$ cat config.mk
export PLATFORM = sky130hd
export DESIGN_NAME = bcd_display_scan_flat
export DESIGN_NICKNAME = d
export VERILOG_FILES = /design/src/rtl/bcd_display_scan_pkg.sv /design/src/rtl/bcd_display_scan_if.sv /design/src/rtl/bcd_display_scan_bcd_to_7seg.sv /design/src/rtl/bcd_display_scan.sv /design/src/flat_wrapper.sv
export SDC_FILE = /design/constraint.sdc
export NUM_CORES = 1
export LEC_CHECK = 0
export ABC_AREA = 1
export BUFFER_PORTS_ARGS = -buffer_cell sky130_fd_sc_hd__buf_2
export CAP_MARGIN = 20
export CORE_ASPECT_RATIO = 2
export CORE_MARGIN = 2
export CORE_UTILIZATION = 59
export CTS_BUF_LIST = sky130_fd_sc_hd__clkbuf_8
export DETAILED_ROUTE_END_ITERATION = 10
export PLACE_DENSITY_LB_ADDON = 0.25
export SLEW_MARGIN = 20
export SYNTH_ARGS = -nofsm -noshare
export SYNTH_HDL_FRONTEND = slang
export SYNTH_HIERARCHICAL = 1
export SYNTH_SLANG_ARGS = --single-unit
$ cat constraint.sdc
create_clock -name i_clk -period 3 [get_ports i_clk]
set_clock_uncertainty 0.05 [all_clocks]
set_input_delay 0.15 -clock i_clk [delete_from_list [all_inputs] [get_ports i_clk]]
set_output_delay 0.15 -clock i_clk [all_outputs]
set_load 0.02 [all_outputs]
$ cat src/rtl/bcd_display_scan_pkg.sv
// Shared constants for the 7-segment display scanner: segment patterns
// (active-high, {g,f,e,d,c,b,a}) and pin polarities of the display bank.
package bcd_display_scan_pkg;

    localparam logic [6:0] SEG_0    = 7'h3F;
    localparam logic [6:0] SEG_1    = 7'h06;
    localparam logic [6:0] SEG_2    = 7'h5B;
    localparam logic [6:0] SEG_3    = 7'h4F;
    localparam logic [6:0] SEG_4    = 7'h66;
    localparam logic [6:0] SEG_5    = 7'h6D;
    localparam logic [6:0] SEG_6    = 7'h7D;
    localparam logic [6:0] SEG_7    = 7'h07;
    localparam logic [6:0] SEG_8    = 7'h7F;
    localparam logic [6:0] SEG_9    = 7'h6F;
    localparam logic [6:0] SEG_DASH = 7'h40;
    localparam logic [6:0] SEG_OFF  = 7'h00;

    // Common-anode bank: segments, decimal point and anodes are all active-low.
    localparam logic AN_ON  = 1'b0;
    localparam logic AN_OFF = 1'b1;
    localparam logic DP_ON  = 1'b0;
    localparam logic DP_OFF = 1'b1;

    function automatic logic [6:0] seg_drive(input logic [6:0] pattern);
        return ~pattern;
    endfunction

endpackage

$ cat src/rtl/bcd_display_scan_if.sv
// Digit-word input bundle and display-pin output bundle of the scanner.
// The driver side (master) owns the i_* signals; the scanner (slave) owns the o_* pins.
interface bcd_display_scan_if #(parameter int NDIG = 4);

    logic                i_en;
    logic [4*NDIG-1:0]   i_digits;
    logic                i_blank_lz;
    logic [NDIG-1:0]     i_dp_in;
    logic [6:0]          o_seg_n;
    logic                o_dp_n;
    logic [NDIG-1:0]     o_an_n;
    logic                o_frame_done;

    modport master (
        output i_en, i_digits, i_blank_lz, i_dp_in,
        input  o_seg_n, o_dp_n, o_an_n, o_frame_done
    );

    modport slave (
        input  i_en, i_digits, i_blank_lz, i_dp_in,
        output o_seg_n, o_dp_n, o_an_n, o_frame_done
    );

endinterface

$ cat src/rtl/bcd_display_scan_bcd_to_7seg.sv
// Combinational BCD to 7-segment decoder; codes 10..15 show a dash.
module bcd_to_7seg
    import bcd_display_scan_pkg::*;
(
    input  logic [3:0] i_val,
    output logic [6:0] o_seg
);

    always_comb begin
        o_seg = SEG_DASH;
        case (i_val)
            4'd0:    o_seg = SEG_0;
            4'd1:    o_seg = SEG_1;
            4'd2:    o_seg = SEG_2;
            4'd3:    o_seg = SEG_3;
            4'd4:    o_seg = SEG_4;
            4'd5:    o_seg = SEG_5;
            4'd6:    o_seg = SEG_6;
            4'd7:    o_seg = SEG_7;
            4'd8:    o_seg = SEG_8;
            4'd9:    o_seg = SEG_9;
            default: o_seg = SEG_DASH;
        endcase
    end

endmodule

$ cat src/rtl/bcd_display_scan.sv
// Time-multiplexed common-anode 7-segment scanner with per-frame snapshot,
// leading-zero blanking and an all-anodes-off dead time at each slot start.
module bcd_display_scan
    import bcd_display_scan_pkg::*;
#(
    parameter int NDIG = 4,
    parameter int DIV  = 1000,
    parameter int DEAD = 2
) (
    input  logic            i_clk,
    input  logic            i_rst_n,
    bcd_display_scan_if.slave bus
);

    localparam int PW = $clog2(DIV);
    localparam int IW = $clog2(NDIG);

    logic [PW-1:0]      r_pre, w_pre_nxt;
    logic [IW-1:0]      r_idx, w_idx_nxt;
    logic [4*NDIG-1:0]  r_snap_dig, w_snap_dig;
    logic [NDIG-1:0]    r_snap_dp, w_snap_dp;
    logic               r_snap_blk, w_snap_blk;
    logic               r_primed;
    logic               w_tick, w_wrap, w_load;
    logic [NDIG-1:0]    w_zero_above;
    logic [3:0]         w_cur_val;
    logic [6:0]         w_cur_pat;
    logic               w_cur_blank;
    logic [NDIG-1:0]    w_an_nxt;

    logic [6:0]         r_seg_n;
    logic               r_dp_n;
    logic [NDIG-1:0]    r_an_n;
    logic               r_frame_done;

    always_comb begin
        logic acc;
        w_tick = bus.i_en && (r_pre == PW'(DIV - 1));
        w_wrap = w_tick && (r_idx == IW'(NDIG - 1));
        // Snapshot at each frame boundary, plus once on the first enabled cycle after reset.
        w_load = bus.i_en && (w_wrap || !r_primed);

        w_pre_nxt = r_pre;
        w_idx_nxt = r_idx;
        if (w_tick) begin
            w_pre_nxt = '0;
            w_idx_nxt = w_wrap ? '0 : r_idx + IW'(1);
        end else if (bus.i_en) begin
            w_pre_nxt = r_pre + PW'(1);
        end

        w_snap_dig = w_load ? bus.i_digits   : r_snap_dig;
        w_snap_dp  = w_load ? bus.i_dp_in    : r_snap_dp;
        w_snap_blk = w_load ? bus.i_blank_lz : r_snap_blk;

        // w_zero_above[k]: digit k and every digit above it are zero.
        acc = 1'b1;
        w_zero_above = '0;
        for (int k = NDIG - 1; k >= 0; k--) begin
            acc = acc && (w_snap_dig[4*k +: 4] == 4'd0);
            w_zero_above[k] = acc;
        end

        w_cur_val   = w_snap_dig[{w_idx_nxt, 2'b00} +: 4];
        w_cur_blank = w_snap_blk && (w_idx_nxt != '0) && w_zero_above[w_idx_nxt];

        w_an_nxt = {NDIG{AN_OFF}};
        if (bus.i_en && (w_pre_nxt >= PW'(DEAD))) begin
            w_an_nxt[w_idx_nxt] = AN_ON;
        end
    end

    bcd_to_7seg u_dec (
        .i_val (w_cur_val),
        .o_seg (w_cur_pat)
    );

    always_ff @(posedge i_clk or negedge i_rst_n) begin
        if (!i_rst_n) begin
            r_pre        <= '0;
            r_idx        <= '0;
            r_snap_dig   <= '0;
            r_snap_dp    <= '0;
            r_snap_blk   <= 1'b0;
            r_primed     <= 1'b0;
            r_seg_n      <= seg_drive(SEG_OFF);
            r_dp_n       <= DP_OFF;
            r_an_n       <= {NDIG{AN_OFF}};
            r_frame_done <= 1'b0;
        end else begin
            r_pre        <= w_pre_nxt;
            r_idx        <= w_idx_nxt;
            r_snap_dig   <= w_snap_dig;
            r_snap_dp    <= w_snap_dp;
            r_snap_blk   <= w_snap_blk;
            if (w_load) begin
                r_primed <= 1'b1;
            end
            // Segments only move while the anodes are dark (slot start or first load).
            if (w_load || w_tick) begin
                r_seg_n <= w_cur_blank ? seg_drive(SEG_OFF) : seg_drive(w_cur_pat);
                r_dp_n  <= w_snap_dp[w_idx_nxt] ? DP_ON : DP_OFF;
            end
            r_an_n       <= w_an_nxt;
            r_frame_done <= w_wrap;
        end
    end

    assign bus.o_seg_n      = r_seg_n;
    assign bus.o_dp_n       = r_dp_n;
    assign bus.o_an_n       = r_an_n;
    assign bus.o_frame_done = r_frame_done;

endmodule
$ cat src/flat_wrapper.sv
// flat-port wrapper written by rule: the top's interface ports become plain ports
module bcd_display_scan_flat import bcd_display_scan_pkg::*;
#(
    parameter int NDIG = 4,
    parameter int DIV  = 1000,
    parameter int DEAD = 2
)
  (i_clk, i_rst_n, bus_i_en, bus_i_digits, bus_i_blank_lz, bus_i_dp_in, bus_o_seg_n, bus_o_dp_n, bus_o_an_n, bus_o_frame_done);
  bcd_display_scan_if #(.NDIG(NDIG)) bus_i ();
  input  logic i_clk;
  input  logic i_rst_n;
  input wire logic [$bits(bus_i.i_en)-1:0] bus_i_en;
  input wire logic [$bits(bus_i.i_digits)-1:0] bus_i_digits;
  input wire logic [$bits(bus_i.i_blank_lz)-1:0] bus_i_blank_lz;
  input wire logic [$bits(bus_i.i_dp_in)-1:0] bus_i_dp_in;
  output wire logic [$bits(bus_i.o_seg_n)-1:0] bus_o_seg_n;
  output wire logic [$bits(bus_i.o_dp_n)-1:0] bus_o_dp_n;
  output wire logic [$bits(bus_i.o_an_n)-1:0] bus_o_an_n;
  output wire logic [$bits(bus_i.o_frame_done)-1:0] bus_o_frame_done;
  assign bus_i.i_en = bus_i_en;
  assign bus_i.i_digits = bus_i_digits;
  assign bus_i.i_blank_lz = bus_i_blank_lz;
  assign bus_i.i_dp_in = bus_i_dp_in;
  assign bus_o_seg_n = bus_i.o_seg_n;
  assign bus_o_dp_n = bus_i.o_dp_n;
  assign bus_o_an_n = bus_i.o_an_n;
  assign bus_o_frame_done = bus_i.o_frame_done;
  bcd_display_scan #(.NDIG(NDIG), .DIV(DIV), .DEAD(DEAD)) u_core (.i_clk(i_clk), .i_rst_n(i_rst_n), .bus(bus_i));
endmodule
### After elaboration in Yosys (flattened, before gate mapping)

Memories as Yosys holds them, arrays and structs flattened.
Index checks and enable logic that the tools add are counted.

* register bits after elaboration: 47
* ROM bits: 112
* word-level logic and storage cells: 55
* memories kept: 1

Memories
* (no name shown): depth 16, width 7, rd ports 1, clocked after memory_dff 0, wr ports 0, RTL line bcd_display_scan_bcd_to_7seg.sv:11 `case (i_val)`

* $add $sub $neg: 2
* $lt $le $gt $ge: 3
* eq/ne operators: 2
* shift operators: 1
* muxes and demuxes: 16
* bitwise logic cells: 2
* reductions and logical operators: 18

Operators by type and width (number)
* 10-bit 2-to-1 mux: 2
* 4-bit zero test: 4
* 16-bit 2-to-1 mux: 1
* 16-bit by 5-bit indexed part select with 4-bit output: 1
* 10-bit by 1-bit adder with 10-bit output (second input constant): 1
* 10-bit equality test (second input constant): 1
* 10-bit by 2-bit >= comparator with 1-bit output (second input constant): 1
* 1-bit logical AND: 10
* 4-bit 2-to-1 mux: 2
* 7-bit 2-to-1 mux: 1
* 7-bit inverter: 1
* 1-bit 2-to-1 mux: 5
* 1-bit binary-select mux with 2-bit select: 2
* 2-bit 2-to-1 mux: 2
* 4-bit inverter: 1
* 2-bit by 3-bit < comparator with 1-bit output (second input constant): 1
* 2-bit by 1-bit adder with 2-bit output (second input constant): 1
* 1-bit demux with 2-bit select: 1
* 2-bit equality test (second input constant): 1
* 2-bit by 1-bit >= comparator with 1-bit output (second input constant): 1
* 1-bit logical OR: 2
* 2-bit nonzero test: 1
* 1-bit zero test: 1

### Logic depth before layout (Yosys ltp)

Gate-level depths: netlist (run 1).

* depth in word-level cells: 14
* mapped depth: 22
* gate-level depth less buffers: 21

### Modules after synthesis

The synthesis (run 1) kept the hierarchy.

By module, submodules not included
* bcd_display_scan: instances 1, cells each 286, area an instance 2349.8 sq um
* bcd_to_7seg: instances 1, cells each 36, area an instance 202.7 sq um

### Least setup slack after synthesis (run 1)

OpenSTA, ideal clock, no wires.

* kind: flip-flop to flip-flop
* from: register u_core.r_pre[0]
* to: register u_core.r_seg_n[3], in the netlist u_core/bus.o_seg_n[3]
* library setup time: 0.080 ns
* arrival: 2.555 ns
* required time: 2.870 ns
* slack: 0.314 ns
* cell stages (with the launch flop): 20
* buffers on the path: 0
* clock period less this slack: 2.686 ns
* cell sequence: dfrtp_1 -> ha_1 -> nand2_2 -> nor2_4 -> nand3_4 -> inv_2 -> or2_1 -> o21ai_2 -> nor2_1 -> clkinv_1 -> o2111ai_1 -> inv_2 -> ha_1 -> nand2_1 -> nand2_1 -> nand2_1 -> nand2_1 -> inv_1 -> nor2_1 -> a21oi_2

RTL lines
* start, declared: RTL line bcd_display_scan.sv:18 `logic [PW-1:0] r_pre, w_pre_nxt;`
* start signal, assigned: RTL line bcd_display_scan.sv:91 `r_pre <= w_pre_nxt;`
* 10-bit equality test *: RTL line bcd_display_scan.sv:38 `w_tick = bus.i_en && (r_pre == PW'(DIV - 1));`
* 1-bit logical AND *: RTL line bcd_display_scan.sv:38
* 1-bit logical AND: RTL line bcd_display_scan.sv:39 `w_wrap = w_tick && (r_idx == IW'(NDIG - 1));`
* 1-bit logical OR: RTL line bcd_display_scan.sv:41 `w_load = bus.i_en && (w_wrap || !r_primed);`
* 1-bit logical AND: RTL line bcd_display_scan.sv:41
* 16-bit 2-to-1 mux: RTL line bcd_display_scan.sv:52 `w_snap_dig = w_load ? bus.i_digits : r_snap_dig;`
* 16-bit by 5-bit indexed part select with 4-bit output *: RTL line bcd_display_scan.sv:64 `w_cur_val = w_snap_dig[{w_idx_nxt, 2'b00} +: 4];`
* via u_core.w_cur_val[1]: RTL line bcd_display_scan.sv:26 `logic [3:0] w_cur_val;`
* memory 16 x 7 bit *
* via u_core.w_cur_pat[3]: RTL line bcd_display_scan.sv:27 `logic [6:0] w_cur_pat;`
* 7-bit inverter *: RTL line bcd_display_scan_pkg.sv:25 `return ~pattern;`
* 7-bit 2-to-1 mux *: RTL line bcd_display_scan.sv:101 `r_seg_n <= w_cur_blank ? seg_drive(SEG_OFF) : seg_drive(w_cur_pat);`
* end signal, assigned: RTL line bcd_display_scan.sv:86 `r_seg_n <= seg_drive(SEG_OFF);`
* end signal, assigned: RTL line bcd_display_scan.sv:101
* end, declared: RTL line bcd_display_scan.sv:31 `logic [6:0] r_seg_n;`

Mark *: on every way through the listed nets, which the timed path passes. The rest lies on a longest branch. The select of a mux whose other input is x is not followed.
A chain may end at the register's enable or synchronous reset.

### Worst setup path after layout (run 1)

Ends and elaborated chain as after synthesis.

==> metrics.md, run 1 <==
| Metric | Value |
|---|---|
| Drt wl/cell | 13.1 um |
| Slew HR | 59.7% |
| Overall Global Routing Usage | 25.3% |
| Clock Sinks | 47 |
| Commonest cells in the netlist | nand2_1 (100), inv_1 (49), dfrtp_1 (35), nor2_1 (34), nand3_1 (19) |
| RePlAce Congestion | 0.881 |
| Total gr overflow | 0 |
| Reg-to-Reg Start | u_core/r_pre[0]$_DFF_PN0_ |
| Worst min path class | in -> reg |
| Final setup vio count | 0 |
| Routed via count | 2168 |
| Post-route met1 wirelength | 1.96 mm |
| Initial Util | 61.8% |
| Area share of the largest cell type after synthesis | 34.3% |
| Drt pass-1 iters | 4 |
| Yosys warns | 6 |
| Synth unique cells | 35 |
| Clk slew on worst S/H paths | 0.08 ns |
| Clk_lat worst skew | 0.29 ns |
| Port bufs | 36 |
| Met2 Wirelength | 3.31 mm |
| Share of layout cells above drive strength 1 | 28.6% |
| Area grow syn2layout | 18.6% |
| Antenna cells | 0 |
| Final hold violation count | 0 |
| CTS Buf Count | 5 |
| CTS H-tree depth | 2 |
| Met3 wire len | 164 um |
| WHS Path Cells | 3 |
| Die height | 97.0 um |
| Pin count of the biggest net entering global routing | 48 |
| Critical Path RT | 3.19 ns |
| R2R depth | 20 |
| Cell taking the most area after synthesis | dfrtp_1 |
| Critical Path AT | 3.02 ns |
| Detailed Route WL | 5.57 mm |
| Filler cells | 322 |
| Post-synthesis sequential area ratio | 46.7% |
| MaxCap Viol Count | 0 |
| Core ar. | 0.00413 mm^2 |
| PD cells | 757 mW/mm^2 |
| # DRC | 0 |
| Synth top area cells | dfrtp_1 (34%), nand2_1 (15%), dfstp_2 (12%) |
| Critical setup path kind | reg -> reg |
| Die span in x | 50.5 um |
| First-pass GRT wire length | 9.42 mm |
| CP max FO | 6 |
| Routed vias/inst | 5.09 |
| Worst hold margin | 0.0242 ns |
| Worst Hold Launch | bus_i_dp_in[0] |
| CP endpoint kind | register |
| Outcome | completed |
| Unrepaired setup endpoints after global routing | true |
| Vias in the first global route | 2180 |
| DRT antenna net count | 0 |
| Minimum clock period | 2.83 ns |
| Nets | 405 |
| Worst Hold End | u_core/r_snap_dp[0]$_DFF_PN0_ |
| Starting DRT DRC Count | 40 |
| Final period util | 94.4% |
| Root buffer cell | clkbuf_8 |
| Cell area after synthesis | 0.00255 mm^2 |
| Uppermost layer routed | met4 |
| Worst setup path startpoint | u_core/r_pre[0]$_DFF_PN0_ |
| Reg2reg setup slack | 0.17 ns |
| Max Slew Vio Count | 0 |
| Num ports | 37 |
| Synthesized Nets | 354 |
| Initial antenna violation count | 0 |
| Row count | 33 |
| FF-to-FF End | u_core/bus.o_seg_n[3]$_DFFE_PN1P_ |
| Detail Placement HPWL | 4.16 mm |
| Pwr Total | 2.29 mW |
| Worst-case clock buffer depth | 2 |
| Die area | 0.00490 mm^2 |
| Prevailing post-synth register cell | dfrtp_1 |
| Async set-reset flop share out of synthesis | 100% |
| CTS tree | built |
| Max Clk Rate | 0.353 GHz |
| Syn Inst Count | 322 |
| Worst slew pin tran | 0.603 ns |
| CP startpoint kind | register |
| FF+latch count, synth | 47 |
| Lkg Pwr | 1.64 nW |
| Post-synth EDFFs | 0 |
| Most numerous cell in the Yosys netlist | nand2_1 |
| Max IR drop VDD | 0.000575 V |
| Post-Syn Area per Cell | 7.93 um^2 |
-- sequential cells by signal, summed over array words and instances (netlist names), 2 cells and up --
signal / count
u_core/r_snap_dig: 16
u_core/r_pre: 10
u_core/r_idx: 2
u_core/bus.o_an_n: 4
u_core/bus.o_seg_n: 7
u_core/r_snap_dp: 4
-- layout by cell type (no fill, tap or decap), types with 2 or more instances in the layout --
master,Yosys,layout
nand2_1,100,99
inv_1,49,47
buf_2,1,35
dfrtp_1,35,35
nor2_1,34,31
nand3_1,19,19
buf_4,0,12
dfstp_2,12,12
inv_2,7,10
ha_1,8,8
clkbuf_8,0,7
a21oi_2,7,7
o21ai_1,7,5
nand2_2,3,4
o21ai_0,4,4
nor2_2,1,4
nor4_1,3,3
nor2_4,2,2
o21ai_2,1,2
nand3_4,2,2
or2_1,2,2
a21oi_1,2,2
o211ai_1,2,2
xor2_1,2,2
and2_1,2,2
o2111ai_2,0,2
-- routing by layer --
| metal | vias up | track usage, % |
|---|---|---|
| met5 | - | 0 |
| met4 | 0 | 12.7 |
| met3 | 13 | 3.09 |
| met2 | 50 | 47.5 |
| met1 | 1016 | 26.0 |
| li1 | 1089 | - |
-- how the worst max path moves through the flow --
stage	cells past startpoint	end	slack, ns
4_1_cts	19	u_core/bus.o_seg_n[3]$_DFFE_PN1P_	0.02
6_report	20	u_core/bus.o_seg_n[3]$_DFFE_PN1P_	0.17
5_1_grt	20	u_core/bus.o_seg_n[3]$_DFFE_PN1P_	-0.07
2_1_floorplan	19	u_core/bus.o_seg_n[3]$_DFFE_PN1P_	0.31
3_3_place_gp	19	u_core/bus.o_seg_n[3]$_DFFE_PN1P_	0.17
3_5_place_dp	19	u_core/bus.o_seg_n[3]$_DFFE_PN1P_	0.04
-- cell families after synthesis --
kind of cell,Yosys count,synth area share [%]
buffers and inverters,61,9.61
xor gates and xnor gates,2,0.686
DFF,47,46.7
adders and majority gates,8,3.92
AOI/OAI and AO/OA,27,7.25
muxes,1,0.392
and+or+nand+nor,176,31.5
-- per-stage QoR --
| stage | area [um^2] | instances | utilization [%] | setup slack [ns] | TNS (ns) |
|---|---|---|---|---|---|
| 6_report | 3030 | 426 | 73.3 | 0.168 | 0 |
| 5_1_grt | 3030 | 426 | 73.3 | -0.0731 | -0.0731 |
| 4_1_cts | 2940 | 423 | 71.2 | 0.0158 | 0 |
| 3_5_place_dp | 2830 | 415 | 68.6 | 0.0405 | 0 |
| 3_3_place_gp | 2830 | 415 | 68.6 | 0.174 | 0 |
| 2_1_floorplan | 2550 | 322 | - | 0.314 | 0 |
-- critical path, cell delays in order (launching register included) --
cell	delay, ns
dfrtp_1	0.40
ha_1	0.23
nand2_2	0.10
nor2_4	0.05
nand3_4	0.15
inv_4	0.06
or2_1	0.25
o21ai_4	0.11
nand2_1	0.10
inv_2	0.10
nand2_1	0.09
o2111ai_4	0.13
inv_2	0.09
ha_1	0.29
nand2_1	0.07
nand2_1	0.06
nand2_1	0.07
nand2_1	0.08
inv_1	0.07
nor2_1	0.05
a21oi_2	0.16
-- cell type report --
class                           instances  area [um^2]  area share (%)
Tap cell                               52         65.1            2.15
Timing Repair Buffer                   48          275            9.09
Clock buffer                            7         96.3            3.18
Clock inverter                          1         3.75           0.124
Inverter                               57          216            7.15
Sequential cell                        47         1190            39.3
Multi-Input combinational cell        214         1180            39.0
-- power breakdown --
group | switching (mW) | total, mW | internal, mW
clock | 0.198 | 0.405 | 0.207
sequential | 0.0894 | 0.893 | 0.804
combinational | 0.650 | 0.994 | 0.344
total | 0.937 | 2.29 | 1.36
-- repair_timing --
| action | 4_1_cts | 5_1_grt |
|---|---|---|
| gates resized for setup | 1 | 16 |
| endpoints found under the hold margin | 0 | 35 |
| pin swaps | 0 | 1 |
| hold buffers | 0 | 1 |
| buffers inserted | 0 | 2 |
| cloned | 0 | 0 |
| setup endpoints to repair | 1 | 6 |
No activity file was read; power rests on OpenSTA's default activity.
==> run 2, diff against run 1 <==
--- a/config.mk
+++ b/config.mk
@@ -13,6 +13,7 @@
 export CORE_UTILIZATION = 59
 export CTS_BUF_LIST = sky130_fd_sc_hd__clkbuf_8
 export DETAILED_ROUTE_END_ITERATION = 10
+export MAX_ROUTING_LAYER = met4
 export PLACE_DENSITY_LB_ADDON = 0.25
 export SLEW_MARGIN = 20
 export SYNTH_ARGS = -nofsm -noshare
==> run 2 against run 1 <==
Critical path depth unchanged. Combinational power barely moved. Non-clock buffer count is the same. Setup slack got worse by 0.0026 ns. Total power decreased by 0.14%. Critical path type unchanged. Critical endpoint unchanged.
==> metrics.md, run 2 (synthesis results as in run 1) <==
| Metric | Value |
|---|---|
| Outcome | completed |
| Routed vias/inst | 5.01 |
| Nets | 405 |
| Lkg Pwr | 1.64 nW |
| Pre-CTS WS | 0.0405 ns |
| Slowest stage delay, CP | 0.40 ns |
| Minimum clock period | 2.83 ns |
| Row count | 33 |
| First-pass GRT wire length | 9.43 mm |
| Max reg flops | 16 |
| CTS H-tree depth | 2 |
| Slew HR | 59.4% |
| Routed via count | 2133 |
| Final setup TNS | 0 ns |
| Design area | 0.00303 mm^2 |
| CP startpoint kind | register |
| Initial Util | 61.8% |
| Detailed Route WL | 5.55 mm |
| Share of layout cells above drive strength 1 | 28.6% |
| CTS tree | built |
| Pwr Total | 2.29 mW |
| # DRC | 0 |
| Final setup vio count | 0 |
| Clk_lat worst skew | 0.29 ns |
| Top reg by flops | u_core/r_snap_dig |
| Critical Path AT | 3.02 ns |
| Final period util | 94.5% |
| Vias in the first global route | 2175 |
| Worst setup margin | 0.165 ns |
| Drt wl/cell | 13.0 um |
| Die area | 0.00490 mm^2 |
| Overall Global Routing Usage | 26.0% |
| Buf/Inv on CP | 4 |
| Critical-path cell list | ha_1, nand2_2, nor2_4, nand3_4, inv_4, or2_1, o21ai_4, nand2_1, inv_2, nand2_1, o2111ai_4, inv_2, ha_1, nand2_1, nand2_1, nand2_1, nand2_1, inv_1, nor2_1, a21oi_2 |
| Post-Route Utilization | 73.3% |
| Antenna cells | 0 |
| Starting DRT DRC Count | 38 |
| CP max FO | 6 |
| Filler cells | 322 |
| Worst-case clock buffer depth | 2 |
| Final hold violation count | 0 |
| Commonest cells after routing, fill and taps aside | nand2_1 (99), inv_1 (47), buf_2 (35), dfrtp_1 (35), nor2_1 (31) |
| Placed insts | 415 |
| Top delay family on crit path | simple AND/OR/NAND/NOR gates |
| RePlAce Congestion | 0.895 |
| Pin count of the biggest net entering global routing | 48 |
| DRT antenna net count | 0 |
| Core ar. | 0.00413 mm^2 |
| Detail Placement HPWL | 4.16 mm |
| Drt pass-1 iters | 4 |
| CP endpoint kind | register |
| Port bufs | 36 |
| MaxCap Viol Count | 0 |
| Most common cell after layout, fill and taps aside | nand2_1 |
| Clk slew on worst S/H paths | 0.08 ns |
| Critical Path RT | 3.19 ns |
| CP max stage cell | dfrtp_1 |
| Worst hold margin | 0.0245 ns |
| CP most frequent cell | nand2_1 |
| Area grow syn2layout | 18.6% |
| Reg area | 0.00119 mm^2 |
| Max Clk Rate | 0.353 GHz |
| Unrepaired setup endpoints after global routing | true |
| Max IR drop VDD | 0.000574 V |
| Layout Cells excl Fill | 426 |
| Worst min path class | in -> reg |
| Die height | 97.0 um |
| Num ports | 37 |
| Die span in x | 50.5 um |
| Critical setup path kind | reg -> reg |
| Initial antenna violation count | 0 |
| Multi-input logic area | 0.00118 mm^2 |
| Root buffer cell | clkbuf_8 |
| Total gr overflow | 0 |
| Worst slew pin tran | 0.606 ns |
| Clock Sinks | 47 |
| PD cells | 756 mW/mm^2 |
| Max Slew Vio Count | 0 |
| CTS Buf Count | 5 |
| Dpl cell area | 0.00283 mm^2 |
-- run 2: cell counts in the layout (fill, tap and decap cells not counted) --
Identical to the previous run, type by type.
-- run 2: timing repair --
action	4_1_cts	5_1_grt
resized for setup	1	16
pin swaps	0	1
setup buffers	0	2
endpoints found under the hold margin	0	35
setup endpoints to repair	1	6
hold buffers	0	1
gates cloned	0	0
-- run 2: cell type report --
class	count	share of cell area, %
multi-input combinational	214	39.0
inverter	57	7.15
clock inverter	1	0.124
tap	52	2.15
timing repair buffer	48	9.09
clock buffer	7	3.18
sequential	47	39.3
-- run 2: power breakdown --
part | leakage [nW] | internal [mW] | total (mW) | switching [mW]
sequential | 0.536 | 0.804 | 0.894 | 0.0895
clock | 0.0557 | 0.207 | 0.403 | 0.196
combinational | 1.05 | 0.344 | 0.992 | 0.648
total | 1.64 | 1.36 | 2.29 | 0.934
-- run 2: worst paths after layout --
kind | startpoint | endpoint | slack [ns] | depth (start not counted)
setup reg to reg | u_core/r_pre[0]$_DFF_PN0_ | u_core/bus.o_seg_n[3]$_DFFE_PN1P_ | 0.17 | 20
min in group asynchronous | i_rst_n | u_core/r_primed$_DFFE_PN0N_ | 0.34 | 2
hold / removal | bus_i_dp_in[0] | u_core/r_snap_dp[0]$_DFF_PN0_ | 0.02 | 3
setup / recovery | u_core/r_pre[0]$_DFF_PN0_ | u_core/bus.o_seg_n[3]$_DFFE_PN1P_ | 0.17 | 20
hold reg to reg | u_core/bus.o_dp_n$_DFFE_PN1P_ | u_core/bus.o_dp_n$_DFFE_PN1P_ | 0.43 | 2
max in group asynchronous | i_rst_n | u_core/r_snap_dig[10]$_DFF_PN0_ | 2.16 | 2
-- run 2: layer usage --
metal	global-route usage, %	up-vias	share of wire [%]
met5	-	-	0
met4	12.7	0	2.6
met3	3.09	13	2.1
met2	47.5	33	59
met1	26.0	998	36
li1	-	1089	-
-- run 2: worst reg2reg max path, delay by kind of cell (launching register included) --
family | cells | cell delay [ns]
and+or+nand+nor | 11 | 1.08
adders and majority gates | 2 | 0.52
DFF | 1 | 0.40
AOI/OAI and AO/OA | 3 | 0.40
buffers and inverters | 4 | 0.32
